`config.mk`:
```
export PLATFORM = sky130hd
export DESIGN_NAME = nabp_filtered_ram_bank_scheduler
export DESIGN_NICKNAME = d
export VERILOG_FILES = /design/src/rtl/nabp_filtered_ram_bank_scheduler.sv
export SDC_FILE = /design/constraint.sdc
export NUM_CORES = 1
export LEC_CHECK = 0
export CORE_UTILIZATION = 61
export CTS_CLUSTER_DIAMETER = 30
export DETAILED_ROUTE_END_ITERATION = 12
export PLACE_DENSITY = 0.85
export SYNTH_ARGS = -nofsm -noshare
export SYNTH_HDL_FRONTEND = slang
export SYNTH_SLANG_ARGS = --single-unit
```
`constraint.sdc`:
```
create_clock -name clk -period 5.8 [get_ports clk]
set_input_delay 1.16 -clock clk [delete_from_list [all_inputs] [get_ports clk]]
set_output_delay 1.16 -clock clk [all_outputs]
set_load 0.05 [all_outputs]
```
`src/rtl/nabp_filtered_ram_bank_scheduler.sv`:
```
// -----------------------------------------------------------------------------
// nabp_filtered_ram_bank_scheduler
//   Sequences projection angles through the two filtered-RAM banks (ping-pong).
//   Issues one load request per angle to the filtered-RAM loader, tracks the
//   status of each bank and hands filled banks to the processing swap control
//   through the fr_next_angle / fr_next_angle_ack handshake. Moves no data.
//
// Ports
//   clk, reset_n        clock, synchronous active-low reset
//   start               pulse: begin a reconstruction (ignored while busy)
//   busy                high from the cycle after start until done
//   done                1-cycle pulse: reconstruction finished
//   ld_req              load request, held until ld_done
//   ld_bank, ld_angle   target bank / angle of the load, stable while ld_req
//   ld_done             1-cycle pulse: bank ld_bank is now filled
//   fr_next_angle       processing asks for the next angle (pulse or level)
//   fr_next_angle_ack   1-cycle grant pulse, fr0_*/fr1_* updated with it
//   fr_done             processing has drained the last angle
//   fr0_angle/_valid    angle in the bank being processed (valid=0: end marker)
//   fr1_angle/_valid    angle in the other bank (valid: that bank is FULL)
// -----------------------------------------------------------------------------
module nabp_filtered_ram_bank_scheduler #(
  parameter int ANGLE_W     = 9,
  parameter int ANGLE_COUNT = 180,
  parameter int ANGLE_STEP  = 1
) (
  input  logic               clk,
  input  logic               reset_n,
  input  logic               start,
  output logic               busy,
  output logic               done,
  output logic               ld_req,
  output logic               ld_bank,
  output logic [ANGLE_W-1:0] ld_angle,
  input  logic               ld_done,
  input  logic               fr_next_angle,
  output logic               fr_next_angle_ack,
  input  logic               fr_done,
  output logic [ANGLE_W-1:0] fr0_angle,
  output logic               fr0_angle_valid,
  output logic [ANGLE_W-1:0] fr1_angle,
  output logic               fr1_angle_valid
);

  localparam int                 CNT_W   = $clog2(ANGLE_COUNT + 1);
  localparam logic [CNT_W-1:0]   COUNT_C = CNT_W'(ANGLE_COUNT);
  localparam logic [ANGLE_W-1:0] STEP_C  = ANGLE_W'(ANGLE_STEP);

  typedef enum logic [1:0] {S_IDLE, S_RUN, S_FIN} state_t;
  typedef enum logic [1:0] {B_EMPTY, B_LOADING, B_FULL, B_IN_USE} bank_t;

  state_t             state;
  bank_t              bank_st   [2];
  bank_t              bank_st_n [2];
  logic [ANGLE_W-1:0] bank_angle [2];
  logic               rd_sel;
  logic               rd_sel_n;
  logic               alt_sel;
  logic [CNT_W-1:0]   loads_issued;
  logic [CNT_W-1:0]   granted;
  logic [ANGLE_W-1:0] next_angle;
  logic               pend;
  logic               eoa_seen;

  logic run;
  logic ld_accept;
  logic fin_ok;
  logic req;
  logic grant_a;
  logic grant_b;
  logic grant;
  logic issue;
  logic issue_bank;

  // Decisions for this cycle, all taken from registered state. Load issue,
  // load completion and grant touch banks in disjoint states (EMPTY, LOADING,
  // FULL/IN_USE), so they may all apply in the same cycle.
  always_comb begin
    run       = (state == S_RUN);
    alt_sel   = ~rd_sel;
    ld_accept = run && ld_done && ld_req;
    fin_ok    = run && fr_done && eoa_seen;
    // A request arriving this cycle is served together with any pending one.
    req       = run && (pend || fr_next_angle);
    grant_a   = req && !fin_ok && (bank_st[alt_sel] == B_FULL);
    grant_b   = req && !fin_ok && !grant_a && (granted == COUNT_C);
    grant     = grant_a || grant_b;

    issue      = 1'b0;
    issue_bank = alt_sel;
    if (run && !fin_ok && !ld_req && (loads_issued < COUNT_C)) begin
      if (bank_st[alt_sel] == B_EMPTY) begin
        issue      = 1'b1;
        issue_bank = alt_sel;
      end else if (bank_st[rd_sel] == B_EMPTY) begin
        issue      = 1'b1;
        issue_bank = rd_sel;
      end
    end

    bank_st_n = bank_st;
    rd_sel_n  = rd_sel;
    if (ld_accept)
      bank_st_n[ld_bank] = B_FULL;
    // Only a bank actually in use is released; the first grant has none.
    if (grant && (bank_st[rd_sel] == B_IN_USE))
      bank_st_n[rd_sel] = B_EMPTY;
    if (grant_a) begin
      bank_st_n[alt_sel] = B_IN_USE;
      rd_sel_n           = alt_sel;
    end
    if (issue)
      bank_st_n[issue_bank] = B_LOADING;
  end

  always_ff @(posedge clk) begin
    if (!reset_n) begin
      state             <= S_IDLE;
      busy              <= 1'b0;
      done              <= 1'b0;
      ld_req            <= 1'b0;
      ld_bank           <= 1'b0;
      ld_angle          <= '0;
      fr_next_angle_ack <= 1'b0;
      fr0_angle         <= '0;
      fr0_angle_valid   <= 1'b0;
      fr1_angle         <= '0;
      fr1_angle_valid   <= 1'b0;
      bank_st[0]        <= B_EMPTY;
      bank_st[1]        <= B_EMPTY;
      bank_angle[0]     <= '0;
      bank_angle[1]     <= '0;
      rd_sel            <= 1'b0;
      loads_issued      <= '0;
      granted           <= '0;
      next_angle        <= '0;
      pend              <= 1'b0;
      eoa_seen          <= 1'b0;
    end else begin
      case (state)
        S_IDLE: begin
          done              <= 1'b0;
          fr_next_angle_ack <= 1'b0;
          if (start) begin
            state           <= S_RUN;
            busy            <= 1'b1;
            // rd_sel starts at 1 so that the "other bank first" rule sends
            // the first load to bank 0.
            rd_sel          <= 1'b1;
            loads_issued    <= '0;
            granted         <= '0;
            next_angle      <= '0;
            pend            <= 1'b0;
            eoa_seen        <= 1'b0;
            ld_req          <= 1'b0;
            bank_st[0]      <= B_EMPTY;
            bank_st[1]      <= B_EMPTY;
            fr0_angle_valid <= 1'b0;
            fr1_angle_valid <= 1'b0;
          end
        end

        S_RUN: begin
          fr_next_angle_ack <= grant;
          pend              <= grant ? 1'b0 : (pend || fr_next_angle);
          bank_st[0]        <= bank_st_n[0];
          bank_st[1]        <= bank_st_n[1];
          rd_sel            <= rd_sel_n;

          if (issue) begin
            ld_req                 <= 1'b1;
            ld_bank                <= issue_bank;
            ld_angle               <= next_angle;
            bank_angle[issue_bank] <= next_angle;
            next_angle             <= next_angle + STEP_C;
            loads_issued           <= loads_issued + 1'b1;
          end else if (ld_accept) begin
            ld_req <= 1'b0;
          end

          if (grant_a) begin
            fr0_angle       <= bank_angle[alt_sel];
            fr0_angle_valid <= 1'b1;
            granted         <= granted + 1'b1;
          end
          if (grant_b) begin
            fr0_angle_valid <= 1'b0;
            eoa_seen        <= 1'b1;
          end
          if (grant || ld_accept) begin
            fr1_angle       <= bank_angle[~rd_sel_n];
            fr1_angle_valid <= (bank_st_n[~rd_sel_n] == B_FULL);
          end

          if (fin_ok) begin
            state           <= S_FIN;
            done            <= 1'b1;
            ld_req          <= 1'b0;
            pend            <= 1'b0;
            bank_st[0]      <= B_EMPTY;
            bank_st[1]      <= B_EMPTY;
            fr0_angle_valid <= 1'b0;
            fr1_angle_valid <= 1'b0;
          end
        end

        S_FIN: begin
          state             <= S_IDLE;
          busy              <= 1'b0;
          done              <= 1'b0;
          fr_next_angle_ack <= 1'b0;
        end

        default: state <= S_IDLE;
      endcase
    end
  end

endmodule
```
# Yosys cells after proc, flatten, opt, wreduce, memory -nomap -nowiden
# Memories as Yosys holds them, arrays and structs flattened. A register that Yosys moved wholly into a read port is not among the register bits.
# Cells that the tools add are included.
[word_totals]
regBits = 50
mem_bits_rw = 18
out_inout_bits = 34
wordCells = 180
memories = 1
[op_classes]
add_sub_neg = 3
order_cmp = 10
n_eq_ne = 14
mux = 73
n_bitwise = 16
n_reduce_logical = 46
[memory_table]
columns = ["memory", "words", "word_bits", "rd", "rd_clocked_by_memory_dff", "write_ports", "line", "text"]
rows = [
  ["bank_angle", 2, 9, 2, 2, 2, "55", "logic [ANGLE_W-1:0] bank_angle [2];"],
]
[ops]
columns = ["op", "count"]
rows = [
  ["$pmux 8 s2", 2],
  ["$mux 2", 15],
  ["$mux 1", 28],
  ["$mux 9", 3],
  ["$mux 4", 6],
  ["$mux 8", 3],
  ["$pmux 1 s2", 9],
  ["$pmux 9 s2", 1],
  ["$reduce_and 3->1", 6],
  ["$logic_and 1x1->1", 17],
  ["$add 8x1->8 const B", 2],
  ["$reduce_and 2->1", 7],
  ["$ge 2x2->1 const B", 5],
  ["$not 1->2", 5],
  ["$add 9x1->9 const B", 1],
  ["$reduce_or 9->1", 1],
  ["$demux 2 s1", 4],
  ["$eq 2x2->1 const B", 4],
  ["$eq 8x8->1 const B", 1],
  ["$lt 2x1->1 const B", 4],
  ["$lt 8x8->1 const B", 1],
  ["$ne 2x1->1 const B", 4],
  ["$ne 4x1->1 const B", 2],
  ["$pmux 4 s2", 1],
  ["16 further kinds", 30],
]

# Longest topological paths before layout
[logic_depth]
ltp_word = 24
ltp_mapped = 9

# Worst setup path before layout
# Ideal clock, no wire load.
[synth_path]
kind = "input-to-reg"
from = "input port fr_done"
to = "register fr1_angle[0], read port of bank_angle"
setup_time_ps = 116
arrival_ps = 2588
required_ps = 5684
path_slack_ps = 3096
path_stages = 8
n_path_buf = 2
cell_sequence = "and2_0 clkbuf_1 nor4_1 o22a_1 buf_4 mux2i_1 nand2_1 o211a_1"
[synth_via]
elab_chain_len = 11
[synth_lines]
columns = ["item", "line", "text"]
rows = [
  ["from (decl)", "38", "input logic fr_done,"],
  ["$logic_and 1x1->1 (*) (2 in series)", "82", "fin_ok = run && fr_done && eoa_seen;"],
  ["$logic_not 1->1 (*)", "85, 86", ""],
  ["$logic_and 1x1->1 (*)", "85, 86", ""],
  ["$logic_and 1x1->1", "85", "grant_a = req && !fin_ok && (bank_st[alt_sel] == B_FULL);"],
  ["$logic_not 1->1", "86", "grant_b = req && !fin_ok && !grant_a && (granted == COUNT_C);"],
  ["$logic_and 1x1->1 (2 in series)", "86", ""],
  ["$logic_or 1x1->1", "87", "grant = grant_a || grant_b;"],
  ["$logic_or 1x1->1", "190", "if (grant || ld_accept) begin"],
  ["$reduce_and 2->1 (no line)", "n/a", ""],
  ["to (decl)", "41", "output logic [ANGLE_W-1:0] fr1_angle,"],
]
# Every way passes the cells marked *; elsewhere a longest branch is shown, timed or not.
# A chain may end at the register's enable or synchronous reset.

# Worst setup path in the final report
[layout_path]
from = "input port fr_done"
to = "register fr1_angle[7], read port of bank_angle"
# Same word-level chain as after synthesis.

==> flow_metrics.env <==
export IMPL_drtIter0Drc=91
export IMPL_io_buffers=39
export IMPL_area_growth_pct=14.5
export IMPL_dpl_cell_area_sq_um=4270
export IMPL_synth_flop_cell="dfxtp_1"
export IMPL_hp_start="ld_angle[0]"
export IMPL_cts_inserted_buffers=9
export IMPL_clock_fmax_mhz=300
export IMPL_synth_commonest_cells="68 x dfxtp_1, 50 x nand2_1, 30 x nor2_1, 28 x and2_1, 24 x nand3_1"
export IMPL_diodes=0
export IMPL_slew_violations=0
export IMPL_timing_rr_start="rd_sel"
export IMPL_async_reset_ff_share_pct=0
export IMPL_grt_pass1_wl_mm=12.9
export IMPL_antenna_found_initial=0
export IMPL_clk_path_buf_depth=2
export IMPL_first_pass_iters=4
export IMPL_ant_nets=0
export IMPL_relSlewSlack_pct=30.6
export IMPL_period_needed_ps=3330
export IMPL_vias_per_cell=5.83
export IMPL_clk_pin_slew_ps=90
export IMPL_total_power_mw=1.16
export IMPL_grt_ovfl_total=0
export IMPL_ff2ff_path_depth=6
export IMPL_die_w_um=81.9
export IMPL_fin_util_pct=74.0
export IMPL_syn_cell_area_sq_um=3900
export IMPL_r2r_end="granted[6]"
export IMPL_cts_tree="yes"
export IMPL_synth_edf_count=18
export IMPL_rsz0062_at_grt="false"
export IMPL_arrival_ps=3590
export IMPL_whs_path_depth=2
export IMPL_grt_usage_pct=25.4
export IMPL_crit_type="in -> reg"
export IMPL_layout_drive_gt1_share_pct=5.79
export IMPL_clk_latency_ps=350
export IMPL_cts_repair_resized=0
export IMPL_detail_route_wirelength_mm=7.98
export IMPL_post_cts_buffers=0
export IMPL_core_area_sq_um=6030
export IMPL_finClkSkew_ps=8.95
export IMPL_setup_viol=0
export IMPL_dieArea_sq_um=6710
export IMPL_synth_largest_area_cell="dfxtp_1"
export IMPL_grt_pass1_vias=2790
export IMPL_drc=0
export IMPL_status="finished clean"
export IMPL_cts_root_buffer="clkbuf_8"
export IMPL_required_ps=6060
export IMPL_reg2reg_slack_ps=2670
export IMPL_ys_ff_latch=86
export IMPL_ys_warn_count=0
export IMPL_cts_sinks=86
export IMPL_dieHeight_um=81.9
export IMPL_detail_route_wl_per_cell_um=15.7
export IMPL_synth_cell_types=53
export IMPL_end_kind="flop"
export IMPL_start_util_pct=64.7
export IMPL_hpwlAfterDp_mm=5.51
export IMPL_whs_ps=471
export IMPL_vias=2954
export IMPL_ir_drop_mv=0.200
export IMPL_syn_nets=412
export IMPL_hold_viol=0
export IMPL_hold_path_class="reg -> reg"
export IMPL_yosysMostFrequentCell="dfxtp_1"
export IMPL_period_share_pct=57.5
export IMPL_final_area_sq_um=4460
export IMPL_setup_tns_ps=0
export IMPL_drv_cap=0
export IMPL_leakagePower_nw=1.82
export IMPL_synth_area_per_cell_sq_um=9.69
export IMPL_htreeDepth=3
export IMPL_holdBufCountCts=0
export IMPL_worst_slew_pin_slew_ps=1040
export IMPL_hold_path_end="ld_angle[0]"
export IMPL_synth_area_top_cells="dfxtp_1 35%, edfxtp_1 14%, mux2i_1 5.1%, o211a_1 4.9%, nand2_1 4.8%"
export IMPL_syn_instance_count=402
export IMPL_synth_top_area_share_pct=34.9
export IMPL_power_density_nw_per_um2=259
export IMPL_nNetsFinal=437
export IMPL_rows=28
export IMPL_grt_max_degree=55
export IMPL_seq_area_frac_synth_pct=48.8
export IMPL_gp_routability_congestion=0.902
export IMPL_ios=40
export IMPL_start_kind="input pin"
export IMPL_cp_max_fo=9
-- per-layer routing --
metal	vias to the layer above	routed length, um	GRT usage [%]
met5	-	0	0
met4	0	115	10.0
met3	11	386	4.44
met2	80	3690	41.8
met1	1398	3790	33.1
li1	1465	-	-
-- state kept, by name, indices dropped and copies added, names as in the netlist --
register,cells
bank_angle,18
bank_st,4
busy,1
done,1
eoa_seen,1
fr0_angle,9
fr0_angle_valid,1
fr1_angle,9
fr1_angle_valid,1
fr_next_angle_ack,1
granted,8
ld_angle,9
ld_bank,1
ld_req,1
loads_issued,8
next_angle,9
pend,1
rd_sel,1
state,2
-- through the flow --
stage | instances | setup slack [ps]
detailed placement | 491 | 2130
CTS | 507 | 2490
floorplan | 402 | 3100
finish | 507 | 2470
global placement | 491 | 2220
global route | 507 | 2270
-- final cells by class --
class                           instances  area (sq um)
Sequential cell                        86          1900
Clock buffer                           10           128
Fill cell                             463          1560
Inverter                                4          15.0
Clock inverter                          6          68.8
Multi-Input combinational cell        286          1860
Tap cell                               75          93.8
Timing Repair Buffer                   40           398
-- kinds of logic after synthesis --
logic type | after synthesis | share of synthesized area [%]
AOI/OAI and AO/OA | 75 | 15.3
xor gates and xnor gates | 18 | 4.05
adders and majority gates | 4 | 1.28
buffers and inverters | 30 | 3.53
DFF | 86 | 48.8
muxes | 20 | 5.14
and+or+nand+nor | 169 | 21.9
-- critical path: stages --
cell             delay (ps)
clkdlybuf4s50_1         420
and2_0                  320
nor4_1                  560
o22a_1                  590
mux2i_1                 310
nand2_1                  90
o211a_1                 150
-- power breakdown --
group          leakage [nW]  total [mW]  switching, mW  internal [mW]
Clock                0.0973       0.422          0.220          0.202
Sequential            0.737       0.641         0.0177          0.623
Combinational         0.990      0.0947         0.0607         0.0340
Total                  1.82        1.16          0.298          0.860
-- layout by cell type, fill, tap and decap left out, types with 2 or more instances in the layout --
cell             count
or3_1                3
xor2_1              13
edfxtp_1            18
a21oi_1              7
nand2b_1             5
and3_1               5
o211a_1             19
nand2_1             50
o2111ai_1            2
o21ai_0             15
inv_6                2
a21boi_0            13
nand4_1              6
clkbuf_8             9
o21ai_1              2
xnor2_1              5
ha_1                 4
inv_1                4
a31oi_1              2
mux2i_1             20
nor2_1              30
nor3b_1              2
and2_1              28
clkdlybuf4s50_1     39
nor2b_1              6
dfxtp_1             68
nand3_1             24
-- worst max path at each step --
stage,to,slack (ps),cells past startpoint,start
after global placement,granted[6],2220,7,fr_done
after detailed placement,granted[6],2130,7,fr_done
after global routing,granted[6],2270,7,fr_done
after floorplan,fr1_angle[0],3100,8,fr_done
final,fr1_angle[7],2470,7,fr_done
after CTS,fr1_angle[7],2490,7,fr_done
(Power assumes the default switching activity.)
